==> src/rtl/product_reduce.sv <==
// rtl/product_reduce.sv - signed sum reduction of N words read from a product BRAM
//
// Purpose: on a rising edge of the start bit, read N consecutive words from the
// product BRAM (1-cycle read latency), sign-extend and accumulate them, then
// report the sum and status until acknowledged.
//
// Ports:
//   clk                  sole clock, all state on posedge
//   reset                asynchronous active-low reset
//   ps_control[31:0]     bit0 start, bit1 ack, [31:16] word count N
//   pl_status[31:0]      bit0 done, bit1 busy, bit2 overflow, rest 0
//   bram_addr_product    product BRAM byte address
//   bram_rddata_product  product BRAM read data
//   bram_wrdata_product  tied 0
//   bram_we_product      tied 0 (read-only consumer)
//   sum_out              signed reduction result

module product_reduce #(
   parameter int BRAM_WIDTH = 32,
   parameter int WORD_BYTES = 4,
   parameter int ADDR_WIDTH = 12,
   parameter int NUM_WORDS  = 1024,
   parameter int ACC_WIDTH  = 48
) (
   input  logic                  clk,
   input  logic                  reset,
   input  logic [31:0]           ps_control,
   output logic [31:0]           pl_status,
   output logic [ADDR_WIDTH-1:0] bram_addr_product,
   input  logic [BRAM_WIDTH-1:0] bram_rddata_product,
   output logic [BRAM_WIDTH-1:0] bram_wrdata_product,
   output logic [WORD_BYTES-1:0] bram_we_product,
   output logic [ACC_WIDTH-1:0]  sum_out
);

   localparam int CW = $clog2(NUM_WORDS + 1);

   typedef enum logic [1:0] {IDLE, READ, DRAIN, DONE} state_t;

   state_t               state_q, state_d;
   logic                 start_prev_q;
   logic                 armed_q;
   logic                 vld_q, vld_d;
   logic                 ovf_q, ovf_d;
   logic [CW-1:0]        n_q, n_d;
   logic [CW-1:0]        idx_q, idx_d;
   logic [ACC_WIDTH-1:0] acc_q, acc_d;

   logic                 start_edge;
   logic                 ack;
   logic [CW-1:0]        n_clamped;
   logic [ACC_WIDTH-1:0] word_ext;
   logic [ACC_WIDTH-1:0] add_sum;
   logic                 add_ovf;
   logic                 unused_ctrl;

   // The previous-start register is cleared by reset, so a level held high
   // through reset release would look like an edge; armed_q masks the first
   // cycle after release so only a fresh 0->1 transition launches a run.
   assign start_edge = armed_q & ps_control[0] & ~start_prev_q;
   assign ack        = ps_control[1];

   assign n_clamped = (32'(ps_control[31:16]) > 32'(NUM_WORDS)) ? CW'(NUM_WORDS)
                                                                : CW'(ps_control[31:16]);

   assign word_ext = {{(ACC_WIDTH-BRAM_WIDTH){bram_rddata_product[BRAM_WIDTH-1]}},
                      bram_rddata_product};
   assign add_sum  = acc_q + word_ext;
   // Signed overflow: operands share a sign and the result's sign differs.
   assign add_ovf  = (acc_q[ACC_WIDTH-1] == word_ext[ACC_WIDTH-1]) &&
                     (add_sum[ACC_WIDTH-1] != acc_q[ACC_WIDTH-1]);

   always_comb begin
      state_d = state_q;
      n_d     = n_q;
      idx_d   = idx_q;
      acc_d   = acc_q;
      ovf_d   = ovf_q;
      vld_d   = 1'b0;

      // Data for the address issued last cycle is on the read port now.
      if (vld_q) begin
         acc_d = add_sum;
         if (add_ovf) begin
            ovf_d = 1'b1;
         end
      end

      case (state_q)
         IDLE: begin
            if (start_edge) begin
               n_d     = n_clamped;
               idx_d   = '0;
               acc_d   = '0;
               ovf_d   = 1'b0;
               state_d = (n_clamped == '0) ? DONE : READ;
            end
         end
         READ: begin
            vld_d = 1'b1;
            idx_d = idx_q + CW'(1);
            if (idx_q == n_q - CW'(1)) begin
               state_d = DRAIN;
            end
         end
         DRAIN: begin
            state_d = DONE;
         end
         DONE: begin
            // Ack wins over a coincident start edge; that edge is consumed.
            if (ack) begin
               state_d = IDLE;
            end
         end
         default: begin
            state_d = IDLE;
         end
      endcase
   end

   always_ff @(posedge clk or negedge reset) begin
      if (!reset) begin
         state_q      <= IDLE;
         start_prev_q <= 1'b0;
         armed_q      <= 1'b0;
         vld_q        <= 1'b0;
         ovf_q        <= 1'b0;
         n_q          <= '0;
         idx_q        <= '0;
         acc_q        <= '0;
      end else begin
         state_q      <= state_d;
         start_prev_q <= ps_control[0];
         armed_q      <= 1'b1;
         vld_q        <= vld_d;
         ovf_q        <= ovf_d;
         n_q          <= n_d;
         idx_q        <= idx_d;
         acc_q        <= acc_d;
      end
   end

   assign bram_addr_product   = (state_q == READ) ?
                                ADDR_WIDTH'(idx_q) * ADDR_WIDTH'(WORD_BYTES) : '0;
   assign pl_status           = {29'b0, ovf_q,
                                 (state_q == READ) || (state_q == DRAIN),
                                 (state_q == DONE)};
   assign sum_out             = acc_q;
   assign bram_wrdata_product = '0;
   assign bram_we_product     = '0;

   assign unused_ctrl = ^ps_control[15:2];

endmodule

==> config.mk <==
export PLATFORM = sky130hd
export DESIGN_NAME = product_reduce
export DESIGN_NICKNAME = d
export VERILOG_FILES = /design/src/rtl/product_reduce.sv
export SDC_FILE = /design/constraint.sdc
export NUM_CORES = 1
export LEC_CHECK = 0
export ABC_AREA = 1
export ABC_CLOCK_PERIOD_IN_PS = 4600
export BUFFER_PORTS_ARGS = -buffer_cell sky130_fd_sc_hd__clkbuf_2
export CAP_MARGIN = 0
export CORE_MARGIN = 10
export CORE_UTILIZATION = 55
export DETAILED_ROUTE_END_ITERATION = 8
export GPL_TIMING_DRIVEN = 0
export PLACE_DENSITY = 0.82
export SYNTH_ARGS = -nofsm -noshare
export SYNTH_HDL_FRONTEND = slang
export SYNTH_SLANG_ARGS = --single-unit
==> constraint.sdc <==
create_clock -name clk -period 4.6 [get_ports clk]
set_input_delay 0.23 -clock clk [delete_from_list [all_inputs] [get_ports clk]]
set_output_delay 0.23 -clock clk [all_outputs]
set_load 0.02 [all_outputs]
* Word level (Yosys, flattened, before mapping) *
Cells that the tools add are included.

storage, ports and cells
  output and inout bits = 128
  bits of input ports = 66
  word-level logic and storage cells = 49
  bits in registers = 76

operators by class
  reduce and logical (&&, ||, !) cells = 8
  bitwise operators = 3
  mux-type cells = 17
  add/sub/neg operators = 3
  order comparisons = 1
  equal/unequal tests = 9

operator list
  cell                     count
  $mux W48                 3
  $add A48 B48 Y48         1
  $mux W11                 2
  $pmux W11 S2             1
  $gt A16 B11 Y1 const B   1
  $mux W12                 1
  $add A11 B1 Y11 const B  1
  $eq A11 B11 Y1           1
  $logic_not A11 Y1        1
  $sub A11 B1 Y11 const B  1
  $mux W2                  4
  $pmux W2 S4              1
  $ne A2 B2 Y1 const B     3
  $mux W1                  5
  $eq A2 B2 Y1 const B     2
  $reduce_and A2 Y1        2
  $reduce_and A3 Y1        1
  $and A1 B1 Y1            2
  $eq A2 B1 Y1 const B     1
  $logic_not A2 Y1         1
  $reduce_bool A2 Y1       1
  $eq A1 B1 Y1             1
  $logic_and A1 B1 Y1      1
  $logic_or A1 B1 Y1       1
  2 further kinds          2

* Longest topological paths before layout *
Gate-level depths: netlist of run 1.

  word-level depth = 7
  depth in mapped cells = 16
  depth with buffers taken out = 16

* Worst setup path after synthesis of run 1 *
Ideal clock, no wire load.

  path type = register to register
  start = register acc_q[0], in the netlist sum_out[0]
  end = register acc_q[28], in the netlist sum_out[28]
  required time = 4,482 ps
  stages on the path, launching flop included = 17
  buffers on the path = 0
  period minus slack after synthesis = 2,064 ps
  arrival = 1,946 ps
  library setup time = 118 ps
  setup slack = 2,536 ps
  path through = dfrtp_1 -> ha_1 -> fa_1 -> nand2_1 -> nand2_1 -> nand2_1 -> nand2_1 -> nand2_1 -> nand2_1 -> nand2_1 -> nand2_1 -> nand3_1 -> nand2_1 -> nand2_1 -> nand2_1 -> o21bai_1 -> inv_1

between the ends
  cells in the longest elaborated chain, start to end = 4

RTL lines
  what                      line  source
  start: declaration        47    logic [ACC_WIDTH-1:0] acc_q, acc_d;
  start signal: assignment  130   acc_q <= '0;
  start signal: assignment  139   acc_q <= acc_d;
  $add A48 B48 Y48 *        68    assign add_sum = acc_q + word_ext;
  $mux W48 *                82    if (vld_q) begin
  $mux W48                  91    if (start_edge) begin
  $mux W48 *                89    case (state_q)
  via acc_d[28]             47

Mark *: on every way through the listed nets, which the timed path passes. The rest lies on a longest branch.
A chain may end at the register's enable or synchronous reset.

* Final worst setup path of run 1 *
  start = register acc_q[21], in the netlist sum_out[21]
  end = register acc_q[44], in the netlist sum_out[44]

Same word-level chain as after synthesis.

==> report_table.html, run 1 <==
<table>
<tr><th>Metric</th><th>Value</th></tr>
<tr><th colspan="2">Outcome</th></tr>
<tr><td>Run status</td><td>finished, final reports clean</td></tr>
<tr><th colspan="2">Die</th></tr>
<tr><td>Height of the die</td><td>142 um</td></tr>
<tr><td>Core area</td><td>0.0145 mm2</td></tr>
<tr><td>Num rows</td><td>44</td></tr>
<tr><td>Effective utilization at floorplan</td><td>0.562</td></tr>
<tr><td>Number of top-level pins</td><td>a little under 200</td></tr>
<tr><td>Die Span X</td><td>142 um</td></tr>
<tr><td>Die area</td><td>0.0201 mm2</td></tr>
<tr><th colspan="2">Finish</th></tr>
<tr><td>Area Growth Syn to Fin</td><td>16.8%</td></tr>
<tr><td>Post-route cell area</td><td>0.00954 mm2</td></tr>
<tr><td>Layout fillers</td><td>1,441</td></tr>
<tr><td>Fraction of layout instances using a drive strength above 1</td><td>0.179</td></tr>
<tr><td>Post-layout net count</td><td>approximately 1,600</td></tr>
<tr><td>Fraction of the core area covered by cells at the end of the flow</td><td>0.657</td></tr>
<tr><td>Number of antenna cells inserted</td><td>0</td></tr>
<tr><th colspan="2">Place</th></tr>
<tr><td>GP Congestion</td><td>0.954</td></tr>
<tr><td>Post-detailed-placement cell area</td><td>0.00924 mm2</td></tr>
<tr><td>Worst slack after detailed placement</td><td>2.08 ns</td></tr>
<tr><td>Half-perimeter wire length of the detailed placement result</td><td>21.7 mm</td></tr>
<tr><td>Number of buffer cells added on primary ports</td><td>112</td></tr>
<tr><th colspan="2">Synthesis</th></tr>
<tr><td>Share of the synthesized area in the top cell type</td><td>0.233</td></tr>
<tr><td>Number of different library cells in the post-synthesis netlist</td><td>44</td></tr>
<tr><td>Yosys warning count</td><td>0</td></tr>
<tr><td>Synthesized instance count</td><td>1,334</td></tr>
<tr><td>Most used flip-flop cell after synthesis</td><td>dfrtp_1</td></tr>
<tr><td>Post-Syn Area per Cell</td><td>6.13 um2</td></tr>
<tr><td>Cell types with the highest counts after synthesis</td><td>374 x nand2_1, 243 x inv_1, 122 x nor2_1, 104 x nand3_1, 76 x dfrtp_1</td></tr>
<tr><td>Count of state elements after synthesis</td><td>76</td></tr>
<tr><td>Largest area contributor in the netlist</td><td>dfrtp_1</td></tr>
<tr><td>Most instantiated library cell after synthesis</td><td>nand2_1</td></tr>
<tr><td>Cell types occupying the most area after synthesis</td><td>dfrtp_1 23%, nand2_1 17%, inv_1 11%</td></tr>
<tr><td>Async set or reset register ratio after synthesis</td><td>1.00</td></tr>
<tr><td>Area of the mapped netlist</td><td>0.00817 mm2</td></tr>
<tr><td>Count of flip-flops with a built-in enable after synthesis</td><td>0</td></tr>
<tr><td>Share of the yosys chip area belonging to registers</td><td>0.233</td></tr>
<tr><th colspan="2">STA</th></tr>
<tr><td>Final WS setup</td><td>2.22 ns</td></tr>
<tr><td>Worst setup skew after layout</td><td>0.00923 ns</td></tr>
<tr><td>Unrepaired setup endpoints after global routing</td><td>no</td></tr>
<tr><td>Post-layout minimum cycle time</td><td>2.38 ns</td></tr>
<tr><td>Final Setup Violations</td><td>0</td></tr>
<tr><td>Final Hold Fails</td><td>0</td></tr>
<tr><td>Total count of max-transition violations in the final report</td><td>0</td></tr>
<tr><td>Relative slew margins</td><td>0.475</td></tr>
<tr><td>Worst-margin pin slew</td><td>0.787 ns</td></tr>
<tr><td>Max Freq</td><td>420 MHz</td></tr>
<tr><td>Final TNS setup</td><td>0 ns</td></tr>
<tr><td>Post-route fraction of the period consumed by the critical path</td><td>0.518</td></tr>
<tr><th colspan="2">Drt</th></tr>
<tr><td>DRT iter0 DRCs</td><td>653</td></tr>
<tr><td>Via count</td><td>around 8,700</td></tr>
<tr><td>Wirelength, routed</td><td>26.2 mm</td></tr>
<tr><td>Per-cell via count in the routed design</td><td>5.09</td></tr>
<tr><td>Post-route DRC</td><td>0</td></tr>
<tr><td>Number of optimization iterations in the first detailed-route pass</td><td>5</td></tr>
<tr><td>Detailed-route wire length per cell</td><td>15.3 um</td></tr>
<tr><td>Remaining antenna violation count</td><td>0</td></tr>
<tr><th colspan="2">Hold path</th></tr>
<tr><td>Launch instance of the worst min-delay path</td><td>ps_control[0]</td></tr>
<tr><td>Type of the worst min-delay path</td><td>input port to flip-flop</td></tr>
<tr><th colspan="2">GRT</th></tr>
<tr><td>Maximum number of pins on one net before global-route repair</td><td>just under 50</td></tr>
<tr><td>Via count of the first global-routing pass</td><td>~8,000</td></tr>
<tr><td>Wire length of the first global-routing pass</td><td>41.4 mm</td></tr>
<tr><td>Gr usage total</td><td>0.254</td></tr>
<tr><td>Number of antenna violations at the first check in global routing</td><td>0</td></tr>
<tr><td>Global-route congestion overflow total</td><td>0</td></tr>
<tr><th colspan="2">Critical path</th></tr>
<tr><td>Cell-by-cell listing of the critical path</td><td>ha_1, a21oi_1, o21ai_0, a21oi_1, nand2_1, nand2_1, nand3_1, nand2_1, nand3_1, nand2_1, inv_1</td></tr>
<tr><td>Path type of the worst setup path</td><td>flip-flop to flip-flop</td></tr>
<tr><td>Cell family with most CP delay</td><td>compound AO/OA/AOI/OAI gates</td></tr>
<tr><td>Crit path launch</td><td>sum_out[21]</td></tr>
<tr><td>R2r startpoint</td><td>sum_out[21]</td></tr>
<tr><td>CP Data Required Time</td><td>4.85 ns</td></tr>
<tr><td>Buffers plus inverters on the worst setup path</td><td>1</td></tr>
<tr><td>Type of element capturing the critical path</td><td>flip-flop</td></tr>
<tr><td>Launching element type of the critical path</td><td>flip-flop</td></tr>
<tr><td>Maximum fanout count along the critical path</td><td>5</td></tr>
<tr><td>Data arrival, critical path</td><td>2.63 ns</td></tr>
<tr><td>Cell with the biggest individual delay on the critical path</td><td>dfrtp_1</td></tr>
<tr><td>Largest stage delay, worst path</td><td>0.40 ns</td></tr>
<tr><td>Top cell by count, worst path</td><td>nand2_1</td></tr>
<tr><th colspan="2">Run</th></tr>
<tr><td>Max-cap violation count</td><td>0</td></tr>
<tr><th colspan="2">Clock network</th></tr>
<tr><td>TritonCTS clock tree</td><td>done</td></tr>
<tr><td># resized after CTS</td><td>0</td></tr>
<tr><td>Num Clock Sinks</td><td>76</td></tr>
<tr><td>Root buf cell</td><td>clkbuf_16</td></tr>
<tr><td>Maximum level of the CTS H-tree</td><td>3</td></tr>
<tr><td>Max Buffers Root-to-Sink</td><td>2</td></tr>
<tr><td>Clk_lat worst skew</td><td>~0.35 ns</td></tr>
<tr><td>Clock input transition at the sequential cells of the worst setup and hold paths</td><td>0.06 ns</td></tr>
<tr><td>TritonCTS Buffers</td><td>9</td></tr>
<tr><th colspan="2">Power</th></tr>
<tr><td>PwrDens</td><td>roughly 700 mW/mm2</td></tr>
<tr><td>Static Leakage</td><td>between 5 and 6 nW</td></tr>
<tr><td>VDD IR max</td><td>0.445 mV</td></tr>
</table>
==> metrics by stage <==
| stage | total power, mW | hold WS, ns | instances |
|---|---|---|---|
| after floorplan | 4.55 | -0.0656 | 1400 |
| after global placement | 5.73 | 0.358 | 1696 |
| after detailed placement | 5.81 | 0.239 | 1697 |
| after CTS | 6.57 | 0.00651 | 1713 |
| after global routing | 7.24 | 0.0167 | 1713 |
| final | 6.61 | 0.00876 | 1713 |
==> layout make-up <==
| class | instances | area (um2) | share of cell area |
|---|---|---|---|
| Clock buffer | 11 | 243 | 0.0254 |
| Clock inverter | 4 | 50.0 | 0.00524 |
| Sequential cell | 76 | 1900 | 0.199 |
| Multi-Input combinational cell | 982 | 4950 | 0.519 |
| Inverter | 254 | 953 | 0.0999 |
| Timing Repair Buffer | 114 | 601 | 0.0629 |
| Buffer | 88 | 614 | 0.0644 |
| Tap cell | 184 | 230 | 0.0241 |
==> worst paths after layout <==
kind | slack (ns) | cells after the start | endpoint
setup / recovery | 2.22 | 11 | sum_out[44]
hold / removal | 0.009 | 1 | start_prev_q
setup reg to reg | 2.22 | 11 | sum_out[44]
hold reg to reg | 0.54 | 2 | state_q[1]
max in group asynchronous | 3.60 | 3 | sum_out[34]
min in group asynchronous | 0.39 | 2 | sum_out[3]
==> sequential cells by signal, indices dropped and copies added (netlist names) <==
| register | flops |
|---|---|
| state_q | 2 |
| n_q | 11 |
| idx_q | 11 |
| vld_q | 1 |
| start_prev_q | 1 |
| ovf_q | 1 |
| armed_q | 1 |
| sum_out | 48 |
==> per-layer routing <==
metal  track usage  wire length, um
met1         0.332            11100
met2         0.408            12100
met3        0.0604             2460
met4        0.0742              522
met5             0                0
==> where the power goes <==
group / leakage [nW] / switching (mW) / internal [mW]
combinational: 4.60 / 3.05 / 1.57
sequential: 0.926 / 0.287 / 0.974
clock: 0.138 / 0.298 / 0.431
==> layout by cell type (no fill, tap or decap), types with 3 or more instances in the layout <==
cell	n
clkbuf_2	111
inv_2	10
conb_1	68
clkbuf_1	11
ha_1	54
nand3_1	104
a21oi_1	64
clkbuf_16	9
nor3_1	11
buf_2	6
nand2_1	374
inv_1	243
nor2_2	11
nand4_1	14
nand2_2	19
nor4_1	3
buf_4	69
o21ai_0	50
o21bai_1	12
nor2_1	122
nor3b_1	4
nand3_2	4
dfrtp_1	76
or2_2	16
nor2_4	3
xnor2_1	5
xor2_1	8
o211ai_1	15
==> logic make-up (layout without fill, tap and decap cells) <==
group	after synthesis	after routing	share of synthesized area
adder cells (fa/ha/maj)	55	55	0.0851
flip-flops	76	76	0.233
other	2	68	0.000919
AND/OR/NAND/NOR	690	690	0.365
AO/OA/AOI/OAI	155	155	0.108
buffers and inverters	342	471	0.192
XOR/XNOR	14	14	0.0167
==> what timing repair did <==
action                                 in CTS  in global routing
hold buffers                                1                  0
setup buffers                               0                  0
endpoints found under the hold margin      28                  0
(Power assumes the default switching activity.)
==> run 2, diff against run 1 <==
--- a/config.mk
+++ b/config.mk
@@ -6,7 +6,7 @@
 export NUM_CORES = 1
 export LEC_CHECK = 0
 export ABC_AREA = 1
-export ABC_CLOCK_PERIOD_IN_PS = 4600
+export ABC_CLOCK_PERIOD_IN_PS = 2200
 export BUFFER_PORTS_ARGS = -buffer_cell sky130_fd_sc_hd__clkbuf_2
 export CAP_MARGIN = 0
 export CORE_MARGIN = 10
==> constraint.sdc (replaced) <==
create_clock -name clk -period 2.2 [get_ports clk]
set_input_delay 0.11 -clock clk [delete_from_list [all_inputs] [get_ports clk]]
set_output_delay 0.11 -clock clk [all_outputs]
set_load 0.02 [all_outputs]
==> run 2 against run 1 <==
Net effect:
- cell area up 6.5%
- via count up 0.81%
- clock skew fell by 0.0019 ns
- routed wire length increased by 3.3%
- count of clock-buffer cells in the layout stayed put
- die area unchanged
- sequential power increased by 120%
- first-iteration DRC count rose by 12%
==> report_table.html, run 2 (synthesis results as in run 1) <==
<table>
<tr><th>Metric</th><th>Value</th></tr>
<tr><th colspan="2">Critical path</th></tr>
<tr><td>Data arrival, critical path</td><td>2.36 ns (was 2.63 ns)</td></tr>
<tr><td>Launching element type of the critical path</td><td>flip-flop (unchanged)</td></tr>
<tr><td>Path type of the worst setup path</td><td>flip-flop to flip-flop (unchanged)</td></tr>
<tr><td>Cell family with most CP delay</td><td>simple AND/OR/NAND/NOR gates (was compound AO/OA/AOI/OAI gates)</td></tr>
<tr><td>Number of cells traversed by the worst register-to-register path</td><td>14 (was 11)</td></tr>
<tr><td>Top cell by count, worst path</td><td>nand2_2 (was nand2_1)</td></tr>
<tr><td>CP Data Required Time</td><td>2.43 ns (was 4.85 ns)</td></tr>
<tr><td>Maximum fanout count along the critical path</td><td>5 (unchanged)</td></tr>
<tr><td>Cell-by-cell listing of the critical path</td><td>ha_2, fa_2, nand2_2, nand3_1, nand3_1, nand2_2, nand2_1, nand2_2, nand2_2, nand2_2, nand2_2, a21oi_1, nor2_1, nor2_1 (was ha_1, a21oi_1, o21ai_0, a21oi_1, nand2_1, nand2_1, nand3_1, nand2_1, nand3_1, nand2_1, inv_1)</td></tr>
<tr><td>R2r startpoint</td><td>sum_out[0] (was sum_out[21])</td></tr>
<tr><td>Type of element capturing the critical path</td><td>flip-flop (unchanged)</td></tr>
<tr><td>Cell with the biggest individual delay on the critical path</td><td>dfrtp_1 (unchanged)</td></tr>
<tr><td>End of the worst register-to-register path</td><td>sum_out[38] (was sum_out[44])</td></tr>
<tr><td>Largest stage delay, worst path</td><td>0.40 ns (about the same)</td></tr>
<tr><td>Setup slack, reg-to-reg</td><td>0.07 ns (was 2.22 ns)</td></tr>
<tr><td>Buffers plus inverters on the worst setup path</td><td>0 (was 1)</td></tr>
<tr><th colspan="2">Place</th></tr>
<tr><td>Post-detailed-placement cell area</td><td>0.00924 mm2 (unchanged)</td></tr>
<tr><td>GP Congestion</td><td>0.954 (unchanged)</td></tr>
<tr><td>Number of buffer cells added on primary ports</td><td>112 (unchanged)</td></tr>
<tr><td>Half-perimeter wire length of the detailed placement result</td><td>21.7 mm (unchanged)</td></tr>
<tr><th colspan="2">Finish</th></tr>
<tr><td>Fraction of layout instances using a drive strength above 1</td><td>0.242 (was 0.179)</td></tr>
<tr><td>Number of antenna cells inserted</td><td>0 (unchanged)</td></tr>
<tr><td>Commonest cells after routing, fill and taps aside</td><td>350 x nand2_1, 243 x inv_1, 113 x clkbuf_2, 108 x nor2_1, 102 x nand3_1 (was 374 x nand2_1, 243 x inv_1, 122 x nor2_1, 111 x clkbuf_2, 104 x nand3_1)</td></tr>
<tr><td>Post-layout net count</td><td>1,652 (was 1,646)</td></tr>
<tr><td>Number of flip-flops in the largest register</td><td>48 (unchanged)</td></tr>
<tr><td>Most common cell after layout, fill and taps aside</td><td>nand2_1 (unchanged)</td></tr>
<tr><td>Fraction of the core area covered by cells at the end of the flow</td><td>0.700 (was 0.657)</td></tr>
<tr><td>Area Growth Syn to Fin</td><td>24.4% (was 16.8%)</td></tr>
<tr><td>Post-route cell area</td><td>0.0102 mm2 (was 0.00954 mm2)</td></tr>
<tr><th colspan="2">Drt</th></tr>
<tr><td>Remaining antenna violation count</td><td>0 (unchanged)</td></tr>
<tr><td>Wirelength, routed</td><td>27.0 mm (was 26.2 mm)</td></tr>
<tr><td>Via count</td><td>8,795 (was 8,724)</td></tr>
<tr><td>DRT iter0 DRCs</td><td>734 (was 653)</td></tr>
<tr><td>Number of optimization iterations in the first detailed-route pass</td><td>5 (unchanged)</td></tr>
<tr><td>Post-route DRC</td><td>0 (unchanged)</td></tr>
<tr><td>Detailed-route wire length per cell</td><td>15.7 um (was 15.3 um)</td></tr>
<tr><td>Per-cell via count in the routed design</td><td>5.12 (was 5.09)</td></tr>
<tr><th colspan="2">STA</th></tr>
<tr><td>Post-route fraction of the period consumed by the critical path</td><td>0.967 (was 0.518)</td></tr>
<tr><td>Relative slew margins</td><td>0.457 (was 0.475)</td></tr>
<tr><td>Final Setup Violations</td><td>0 (unchanged)</td></tr>
<tr><td>Total count of max-transition violations in the final report</td><td>0 (unchanged)</td></tr>
<tr><td>Final Hold Fails</td><td>0 (unchanged)</td></tr>
<tr><td>Worst setup skew after layout</td><td>0.00730 ns (was 0.00923 ns)</td></tr>
<tr><td>Max Freq</td><td>470 MHz (was 420 MHz)</td></tr>
<tr><td>Final Hold Slack</td><td>0.00754 ns (was 0.00876 ns)</td></tr>
<tr><td>Worst-margin pin slew</td><td>0.814 ns (was 0.787 ns)</td></tr>
<tr><td>Unrepaired setup endpoints after global routing</td><td>yes (was no)</td></tr>
<tr><td>Post-layout minimum cycle time</td><td>2.13 ns (was 2.38 ns)</td></tr>
<tr><th colspan="2">Die</th></tr>
<tr><td>Number of top-level pins</td><td>194 (unchanged)</td></tr>
<tr><td>Die Span X</td><td>142 um (unchanged)</td></tr>
<tr><td>Num rows</td><td>44 (unchanged)</td></tr>
<tr><td>Effective utilization at floorplan</td><td>0.562 (unchanged)</td></tr>
<tr><td>Die area</td><td>0.0201 mm2 (unchanged)</td></tr>
<tr><td>Core area</td><td>0.0145 mm2 (unchanged)</td></tr>
<tr><td>Height of the die</td><td>142 um (unchanged)</td></tr>
<tr><th colspan="2">Power</th></tr>
<tr><td>Post-route total power</td><td>14.9 mW (was 6.61 mW)</td></tr>
<tr><td>PwrDens</td><td>1470 mW/mm2 (was 693 mW/mm2)</td></tr>
<tr><td>VDD IR max</td><td>0.949 mV (was 0.445 mV)</td></tr>
<tr><td>Static Leakage</td><td>5.72 nW (was 5.67 nW)</td></tr>
<tr><th colspan="2">Clock network</th></tr>
<tr><td>TritonCTS clock tree</td><td>done (unchanged)</td></tr>
<tr><td>Root buf cell</td><td>clkbuf_16 (unchanged)</td></tr>
<tr><td>Clock input transition at the sequential cells of the worst setup and hold paths</td><td>0.06 ns (about the same)</td></tr>
<tr><td>Num Clock Sinks</td><td>76 (unchanged)</td></tr>
<tr><td>Max Buffers Root-to-Sink</td><td>2 (unchanged)</td></tr>
<tr><td>Maximum level of the CTS H-tree</td><td>3 (unchanged)</td></tr>
<tr><td>Clk_lat worst skew</td><td>0.35 ns (about the same)</td></tr>
<tr><td>TritonCTS Buffers</td><td>9 (unchanged)</td></tr>
<tr><th colspan="2">GRT</th></tr>
<tr><td>Number of antenna violations at the first check in global routing</td><td>0 (unchanged)</td></tr>
<tr><td>Gr usage total</td><td>0.255 (was 0.254)</td></tr>
<tr><td>Via count of the first global-routing pass</td><td>8,147 (was 8,108)</td></tr>
<tr><td>Global-route congestion overflow total</td><td>0 (unchanged)</td></tr>
<tr><td>Wire length of the first global-routing pass</td><td>41.5 mm (was 41.4 mm)</td></tr>
<tr><td>Maximum number of pins on one net before global-route repair</td><td>49 (unchanged)</td></tr>
<tr><th colspan="2">Hold path</th></tr>
<tr><td>Hold EP</td><td>n_q[6] (was start_prev_q)</td></tr>
<tr><td>Min-Delay Path Depth</td><td>3 (was 1)</td></tr>
<tr><td>Type of the worst min-delay path</td><td>input port to flip-flop (unchanged)</td></tr>
<tr><td>Launch instance of the worst min-delay path</td><td>ps_control[22] (was ps_control[0])</td></tr>
<tr><th colspan="2">Run</th></tr>
<tr><td>Max-cap violation count</td><td>0 (unchanged)</td></tr>
<tr><th colspan="2">Outcome</th></tr>
<tr><td>Run status</td><td>finished, final reports clean (unchanged)</td></tr>
</table>
run 2: changes by cell type in the layout (fill, tap and decap cells not counted), moves of 11 or more:
| cell | change |
|---|---|
| a21oi_1 | -11 |
| ha_1 | -34 |
| ha_4 | +24 |
| nand2_1 | -24 |
| nand2_2 | +22 |
| nor2_1 | -14 |
| nor2_2 | +11 |
run 2: stage by stage:
step                worst slack, ns  instances  setup TNS (ns)
floorplan                     0.136       1400               0
global placement             -0.164       1696          -0.634
detailed placement           -0.200       1697          -0.828
CTS                         0.00398       1715               0
global route                -0.0489       1719          -0.276
finish                       0.0735       1719               0
run 2: layer usage:
| layer | vias up | global-route usage | part of all wire | wire length [um] |
|---|---|---|---|---|
| li1 | 4432 | - | - | - |
| met3 | 30 | 0.0604 | 0.087 | 2360 |
| met1 | 4021 | 0.332 | 0.42 | 11500 |
| met2 | 312 | 0.410 | 0.47 | 12700 |
| met5 | - | 0 | 0 | 0 |
| met4 | 0 | 0.0742 | 0.017 | 466 |
run 2: how the worst max path moves through the flow:
stage	startpoint	to	cells past startpoint	slack, ns
floorplan	sum_out[0]	sum_out[28]	16	0.14
global placement	bram_rddata_product[31]	sum_out[47]	12	-0.16
detailed placement	bram_rddata_product[31]	sum_out[47]	12	-0.20
CTS	sum_out[0]	sum_out[28]	16	0.004
global route	sum_out[19]	sum_out[42]	13	-0.05
finish	sum_out[0]	sum_out[38]	14	0.07
run 2: repair_timing:
item | CTS | global route
resized for setup | 10 | 116
endpoints found under the hold margin | 30 | 0
cloned | 0 | 0
buffers inserted | 0 | 4
pin swaps | 0 | 5
hold buffers | 3 | 0
endpoints found under the setup margin | 14 | 48
run 2: layout make-up:
type                    count  area (um2)
well taps                 184         230
flip-flops and latches     76        1900
fillers                  1341        4370
clock buffers              11         243
plain buffers              88         621
repair buffers            120         663
multi-input cells         982        5500
inverters                 254         953
clock inverters             4        50.0
run 2: power by group:
part	switching [mW]	total, mW	internal, mW	leakage [nW]
Clock	0.628	1.53	0.902	0.138
Sequential	0.706	2.74	2.04	0.924
Combinational	6.75	10.7	3.91	4.66
Total	8.09	14.9	6.85	5.72
run 2: tightest hold or removal path, cell delays in order:
cell and delay [ns]:
clkbuf_2 0.09, nand3_1 0.07, nand2_1 0.04
==> run 3, diff against run 2 <==
--- a/config.mk
+++ b/config.mk
@@ -5,15 +5,14 @@
 export SDC_FILE = /design/constraint.sdc
 export NUM_CORES = 1
 export LEC_CHECK = 0
-export ABC_AREA = 1
 export ABC_CLOCK_PERIOD_IN_PS = 2200
 export BUFFER_PORTS_ARGS = -buffer_cell sky130_fd_sc_hd__clkbuf_2
 export CAP_MARGIN = 0
 export CORE_MARGIN = 10
-export CORE_UTILIZATION = 55
+export CORE_UTILIZATION = 53
 export DETAILED_ROUTE_END_ITERATION = 8
 export GPL_TIMING_DRIVEN = 0
-export PLACE_DENSITY = 0.82
+export PLACE_DENSITY = 0.81
 export SYNTH_ARGS = -nofsm -noshare
 export SYNTH_HDL_FRONTEND = slang
 export SYNTH_SLANG_ARGS = --single-unit
==> run 3 against run 2 <==
Net effect:
- the run now ends with negative setup slack left
- worst hold slack improved by 0.0068 ns
- power fell by 2.4%
- sequential power decreased by 6%
==> report_table.html, run 3 <==
<table>
<tr><th>Metric</th><th>Value</th></tr>
<tr><th colspan="2">Synthesis</th></tr>
<tr><td>Count of state elements after synthesis</td><td>76 (unchanged)</td></tr>
<tr><td>Post-synthesis simple-gate area fraction</td><td>0.154 (was 0.365)</td></tr>
<tr><td>Synthesized instance count</td><td>760 (was 1,334)</td></tr>
<tr><td>Most instantiated library cell after synthesis</td><td>dfrtp_1 (was nand2_1)</td></tr>
<tr><td>Cell types occupying the most area after synthesis</td><td>dfrtp_1 29%, ha_1 10%, buf_4 7.9% (was dfrtp_1 23%, nand2_1 17%, inv_1 11%)</td></tr>
<tr><td>Post-Synth Adder-Cell Area</td><td>0.105 (was 0.0851)</td></tr>
<tr><td>Share of the synthesized area in the top cell type</td><td>0.287 (was 0.233)</td></tr>
<tr><td>Area of the mapped netlist</td><td>0.00663 mm2 (was 0.00817 mm2)</td></tr>
<tr><td>Largest area contributor in the netlist</td><td>dfrtp_1 (unchanged)</td></tr>
<tr><td>Most used flip-flop cell after synthesis</td><td>dfrtp_1 (unchanged)</td></tr>
<tr><td>Async set or reset register ratio after synthesis</td><td>1.00 (unchanged)</td></tr>
<tr><td>Yosys warning count</td><td>0 (unchanged)</td></tr>
<tr><td>Main combinational cell family by area after synthesis</td><td>compound AO/OA/AOI/OAI gates (was simple AND/OR/NAND/NOR gates)</td></tr>
<tr><td>Post-Syn Area per Cell</td><td>8.72 um2 (was 6.13 um2)</td></tr>
<tr><td>XOR/XNOR Fraction of Synth Area</td><td>0.0793 (was 0.0167)</td></tr>
<tr><td>Share of the yosys chip area belonging to registers</td><td>0.287 (was 0.233)</td></tr>
<tr><td>Number of different library cells in the post-synthesis netlist</td><td>69 (was 44)</td></tr>
<tr><td>Proportion of synthesized area in mux cells</td><td>0.0574 (was 0)</td></tr>
<tr><td>Cell types with the highest counts after synthesis</td><td>76 x dfrtp_1, 70 x buf_4, 69 x nor2_1, 54 x ha_1, 47 x a21oi_1 (was 374 x nand2_1, 243 x inv_1, 122 x nor2_1, 104 x nand3_1, 76 x dfrtp_1)</td></tr>
<tr><td>Count of flip-flops with a built-in enable after synthesis</td><td>0 (unchanged)</td></tr>
<tr><td>Post-synthesis compound-gate area fraction</td><td>0.211 (was 0.108)</td></tr>
<tr><th colspan="2">Clock network</th></tr>
<tr><td>Clk_lat worst skew</td><td>0.34 ns (was 0.35 ns)</td></tr>
<tr><td>TritonCTS Buffers</td><td>9 (unchanged)</td></tr>
<tr><td>Root buf cell</td><td>clkbuf_16 (unchanged)</td></tr>
<tr><td>Max Buffers Root-to-Sink</td><td>2 (unchanged)</td></tr>
<tr><td>Clock input transition at the sequential cells of the worst setup and hold paths</td><td>0.06 ns (about the same)</td></tr>
<tr><td>TritonCTS clock tree</td><td>done (unchanged)</td></tr>
<tr><td>Maximum level of the CTS H-tree</td><td>3 (unchanged)</td></tr>
<tr><td>Num Clock Sinks</td><td>76 (unchanged)</td></tr>
<tr><th colspan="2">Critical path</th></tr>
<tr><td>Type of element capturing the critical path</td><td>flip-flop (unchanged)</td></tr>
<tr><td>Path type of the worst setup path</td><td>flip-flop to flip-flop (unchanged)</td></tr>
<tr><td>Buffers plus inverters on the worst setup path</td><td>2 (was 0)</td></tr>
<tr><td>Critical path capture point</td><td>sum_out[40] (was sum_out[38])</td></tr>
<tr><td>Cell with the biggest individual delay on the critical path</td><td>dfrtp_2 (was dfrtp_1)</td></tr>
<tr><td>Largest stage delay, worst path</td><td>0.42 ns (was 0.40 ns)</td></tr>
<tr><td>Cell family with most CP delay</td><td>compound AO/OA/AOI/OAI gates (was simple AND/OR/NAND/NOR gates)</td></tr>
<tr><td>Crit path launch</td><td>sum_out[0] (unchanged)</td></tr>
<tr><td>CP Data Required Time</td><td>2.40 ns (was 2.43 ns)</td></tr>
<tr><td>Launching element type of the critical path</td><td>flip-flop (unchanged)</td></tr>
<tr><td>Cell-by-cell listing of the critical path</td><td>ha_4, fa_2, a211oi_2, o21bai_2, buf_4, buf_6, a2111oi_4, o21ai_2, a41o_1, a41oi_2, nor2_1, a21oi_1, xor2_1, a21oi_1 (was ha_2, fa_2, nand2_2, nand3_1, nand3_1, nand2_2, nand2_1, nand2_2, nand2_2, nand2_2, nand2_2, a21oi_1, nor2_1, nor2_1)</td></tr>
<tr><td>Setup slack, reg-to-reg</td><td>-0.89 ns (was 0.07 ns)</td></tr>
<tr><td>Maximum fanout count along the critical path</td><td>3 (was 5)</td></tr>
<tr><td>Top cell by count, worst path</td><td>a21oi_1 (was nand2_2)</td></tr>
<tr><td>Number of cells on the critical path</td><td>14 (unchanged)</td></tr>
<tr><td>Number of cells traversed by the worst register-to-register path</td><td>14 (unchanged)</td></tr>
<tr><td>Data arrival, critical path</td><td>3.30 ns (was 2.36 ns)</td></tr>
<tr><td>R2r startpoint</td><td>sum_out[0] (unchanged)</td></tr>
<tr><td>End of the worst register-to-register path</td><td>sum_out[40] (was sum_out[38])</td></tr>
<tr><th colspan="2">Power</th></tr>
<tr><td>VDD IR max</td><td>1.02 mV (was 0.949 mV)</td></tr>
<tr><td>PwrDens</td><td>1570 mW/mm2 (was 1470 mW/mm2)</td></tr>
<tr><td>Static Leakage</td><td>4.51 nW (was 5.72 nW)</td></tr>
<tr><td>Post-route total power</td><td>14.6 mW (was 14.9 mW)</td></tr>
<tr><th colspan="2">Run</th></tr>
<tr><td>Max-cap violation count</td><td>0 (unchanged)</td></tr>
<tr><th colspan="2">Drt</th></tr>
<tr><td>Number of optimization iterations in the first detailed-route pass</td><td>5 (unchanged)</td></tr>
<tr><td>Wirelength, routed</td><td>20.4 mm (was 27.0 mm)</td></tr>
<tr><td>Detailed-route wire length per cell</td><td>17.4 um (was 15.7 um)</td></tr>
<tr><td>DRT iter0 DRCs</td><td>460 (was 734)</td></tr>
<tr><td>Sum of met2 wire segment lengths after detailed routing</td><td>10.1 mm (was 12.7 mm)</td></tr>
<tr><td>Met1 Wirelength</td><td>8.71 mm (was 11.5 mm)</td></tr>
<tr><td>Post-route DRC</td><td>0 (unchanged)</td></tr>
<tr><td>Top metal layer carrying routed signals</td><td>met4 (unchanged)</td></tr>
<tr><td>Length of routed met3 wiring</td><td>1.18 mm (was 2.36 mm)</td></tr>
<tr><td>Via count</td><td>6,429 (was 8,795)</td></tr>
<tr><td>Per-cell via count in the routed design</td><td>5.49 (was 5.12)</td></tr>
<tr><td>Remaining antenna violation count</td><td>0 (unchanged)</td></tr>
<tr><th colspan="2">Die</th></tr>
<tr><td>Core area</td><td>0.0121 mm2 (was 0.0145 mm2)</td></tr>
<tr><td>Die Span X</td><td>132 um (was 142 um)</td></tr>
<tr><td>Height of the die</td><td>132 um (was 142 um)</td></tr>
<tr><td>Die area</td><td>0.0174 mm2 (was 0.0201 mm2)</td></tr>
<tr><td>Number of top-level pins</td><td>194 (unchanged)</td></tr>
<tr><td>Effective utilization at floorplan</td><td>0.547 (was 0.562)</td></tr>
<tr><td>Num rows</td><td>40 (was 44)</td></tr>
<tr><th colspan="2">GRT</th></tr>
<tr><td>Wire length of the first global-routing pass</td><td>31.1 mm (was 41.5 mm)</td></tr>
<tr><td>Gr usage total</td><td>0.212 (was 0.255)</td></tr>
<tr><td>Global-route congestion overflow total</td><td>0 (unchanged)</td></tr>
<tr><td>Number of antenna violations at the first check in global routing</td><td>0 (unchanged)</td></tr>
<tr><td>Via count of the first global-routing pass</td><td>6,237 (was 8,147)</td></tr>
<tr><td>Maximum number of pins on one net before global-route repair</td><td>46 (was 49)</td></tr>
<tr><th colspan="2">Finish</th></tr>
<tr><td>Layout fillers</td><td>893 (was 1,341)</td></tr>
<tr><td>Register area</td><td>0.00192 mm2 (was 0.00190 mm2)</td></tr>
<tr><td>Commonest cells after routing, fill and taps aside</td><td>111 x clkbuf_2, 107 x buf_4, 68 x conb_1, 65 x dfrtp_1, 62 x nor2_1 (was 350 x nand2_1, 243 x inv_1, 113 x clkbuf_2, 108 x nor2_1, 102 x nand3_1)</td></tr>
<tr><td>Area Growth Syn to Fin</td><td>39.8% (was 24.4%)</td></tr>
<tr><td>Non-Filler Instances</td><td>1,172 (was 1,719)</td></tr>
<tr><td>Most common cell after layout, fill and taps aside</td><td>clkbuf_2 (was nand2_1)</td></tr>
<tr><td>Post-layout net count</td><td>1,121 (was 1,652)</td></tr>
<tr><td>Number of antenna cells inserted</td><td>0 (unchanged)</td></tr>
<tr><td>Post-route cell area</td><td>0.00927 mm2 (was 0.0102 mm2)</td></tr>
<tr><td>Fraction of layout instances using a drive strength above 1</td><td>0.379 (was 0.242)</td></tr>
<tr><td>Area used by multi-input combinational logic</td><td>0.00509 mm2 (was 0.00550 mm2)</td></tr>
<tr><td>Number of flip-flops in the largest register</td><td>48 (unchanged)</td></tr>
<tr><th colspan="2">STA</th></tr>
<tr><td>Total count of max-transition violations in the final report</td><td>0 (unchanged)</td></tr>
<tr><td>Final WS setup</td><td>-0.892 ns (was 0.0735 ns)</td></tr>
<tr><td>Post-route fraction of the period consumed by the critical path</td><td>1.41 (was 0.967)</td></tr>
<tr><td>Worst-margin pin slew</td><td>0.864 ns (was 0.814 ns)</td></tr>
<tr><td>Worst setup skew after layout</td><td>0.00823 ns (was 0.00730 ns)</td></tr>
<tr><td>Final Setup Violations</td><td>39 (was 0)</td></tr>
<tr><td>Final TNS setup</td><td>-19.56 ns (was 0 ns)</td></tr>
<tr><td>Final Hold Fails</td><td>0 (unchanged)</td></tr>
<tr><td>Max Freq</td><td>323 MHz (was 470 MHz)</td></tr>
<tr><td>Post-layout minimum cycle time</td><td>3.09 ns (was 2.13 ns)</td></tr>
<tr><td>Unrepaired setup endpoints after global routing</td><td>yes (unchanged)</td></tr>
<tr><td>Relative slew margins</td><td>0.424 (was 0.457)</td></tr>
<tr><th colspan="2">Hold path</th></tr>
<tr><td>Type of the worst min-delay path</td><td>input port to flip-flop (unchanged)</td></tr>
<tr><th colspan="2">Outcome</th></tr>
<tr><td>Violations in the final reports</td><td>negative setup slack</td></tr>
<tr><td>Run status</td><td>finished, violations left (was finished, final reports clean)</td></tr>
<tr><th colspan="2">Place</th></tr>
<tr><td>Worst slack after detailed placement</td><td>-1.19 ns (was -0.200 ns)</td></tr>
<tr><td>Placed Cells</td><td>1,107 (was 1,697)</td></tr>
<tr><td>Number of buffer cells added on primary ports</td><td>112 (unchanged)</td></tr>
<tr><td>GP Congestion</td><td>0.876 (was 0.954)</td></tr>
<tr><td>Post-detailed-placement cell area</td><td>0.00802 mm2 (was 0.00924 mm2)</td></tr>
<tr><td>Half-perimeter wire length of the detailed placement result</td><td>14.1 mm (was 21.7 mm)</td></tr>
</table>
run 3: cell count changes after synthesis, moves of 11 or more:
cell,change
nor2_1,-53
nor2_2,-11
xor2_1,+20
a21o_1,+30
nand2_2,-19
or2_2,-15
inv_1,-226
xnor2_1,+27
and2_1,+14
nand3_1,-91
nand2_1,-328
mux2i_1,+38
a21oi_1,-17
run 3: where the power goes:
group / leakage (nW) / internal (mW) / switching [mW] / total, mW
Combinational: 3.45 / 4.86 / 5.74 / 10.6
Clock: 0.127 / 0.820 / 0.595 / 1.41
Sequential: 0.933 / 2.00 / 0.568 / 2.57
run 3: metal layers:
| metal | vias to the layer above | GRT usage |
|---|---|---|
| met1 | 3099 | 0.264 |
| met2 | 223 | 0.353 |
| met3 | 23 | 0.0461 |
| met5 | - | 0 |
| li1 | 3084 | - |
| met4 | 0 | 0.0698 |
run 3: worst min-delay path by stage:
stage / from / endpoint / slack, ns / cells after the start
after floorplan: reset / armed_q / -0.19 / 0
after global placement: ps_control[0] / start_prev_q / 0.24 / 1
after detailed placement: reset / sum_out[42] / 0.12 / 1
after CTS: ps_control[23] / n_q[7] / 0.005 / 2
after global routing: ps_control[25] / n_q[9] / 0.01 / 2
final: ps_control[23] / n_q[7] / 0.01 / 2
run 3: area by class of cell:
cell class                 count  share of cell area
sequential                    76               0.207
multi-input combinational    637               0.550
tap                          168              0.0227
clock buffer                  12              0.0277
timing repair buffer         168               0.116
clock inverter                 3             0.00243
buffer                        91              0.0678
inverter                      17             0.00689
run 3: metrics by stage:
stage               hold slack (ns)   util
floorplan                    -0.186      -
global placement              0.245  0.659
detailed placement            0.124  0.662
CTS                         0.00454  0.733
global route                 0.0117  0.765
finish                       0.0144  0.765
run 3: logic make-up after synthesis:
family | after synthesis
AO/OA/AOI/OAI | 208
adder cells (fa/ha/maj) | 55
other | 2
AND/OR/NAND/NOR | 208
XOR/XNOR | 60
buffers and inverters | 113
flip-flops | 76
multiplexers | 38
run 3: what timing repair did:
| item | 4_1_cts | 5_1_grt |
|---|---|---|
| setup buffers | 36 | 26 |
| pin swaps | 52 | 60 |
| hold buffers | 3 | 0 |
| endpoints found under the hold margin | 33 | 0 |
| setup endpoints to repair | 48 | 56 |
| resized for setup | 63 | 68 |
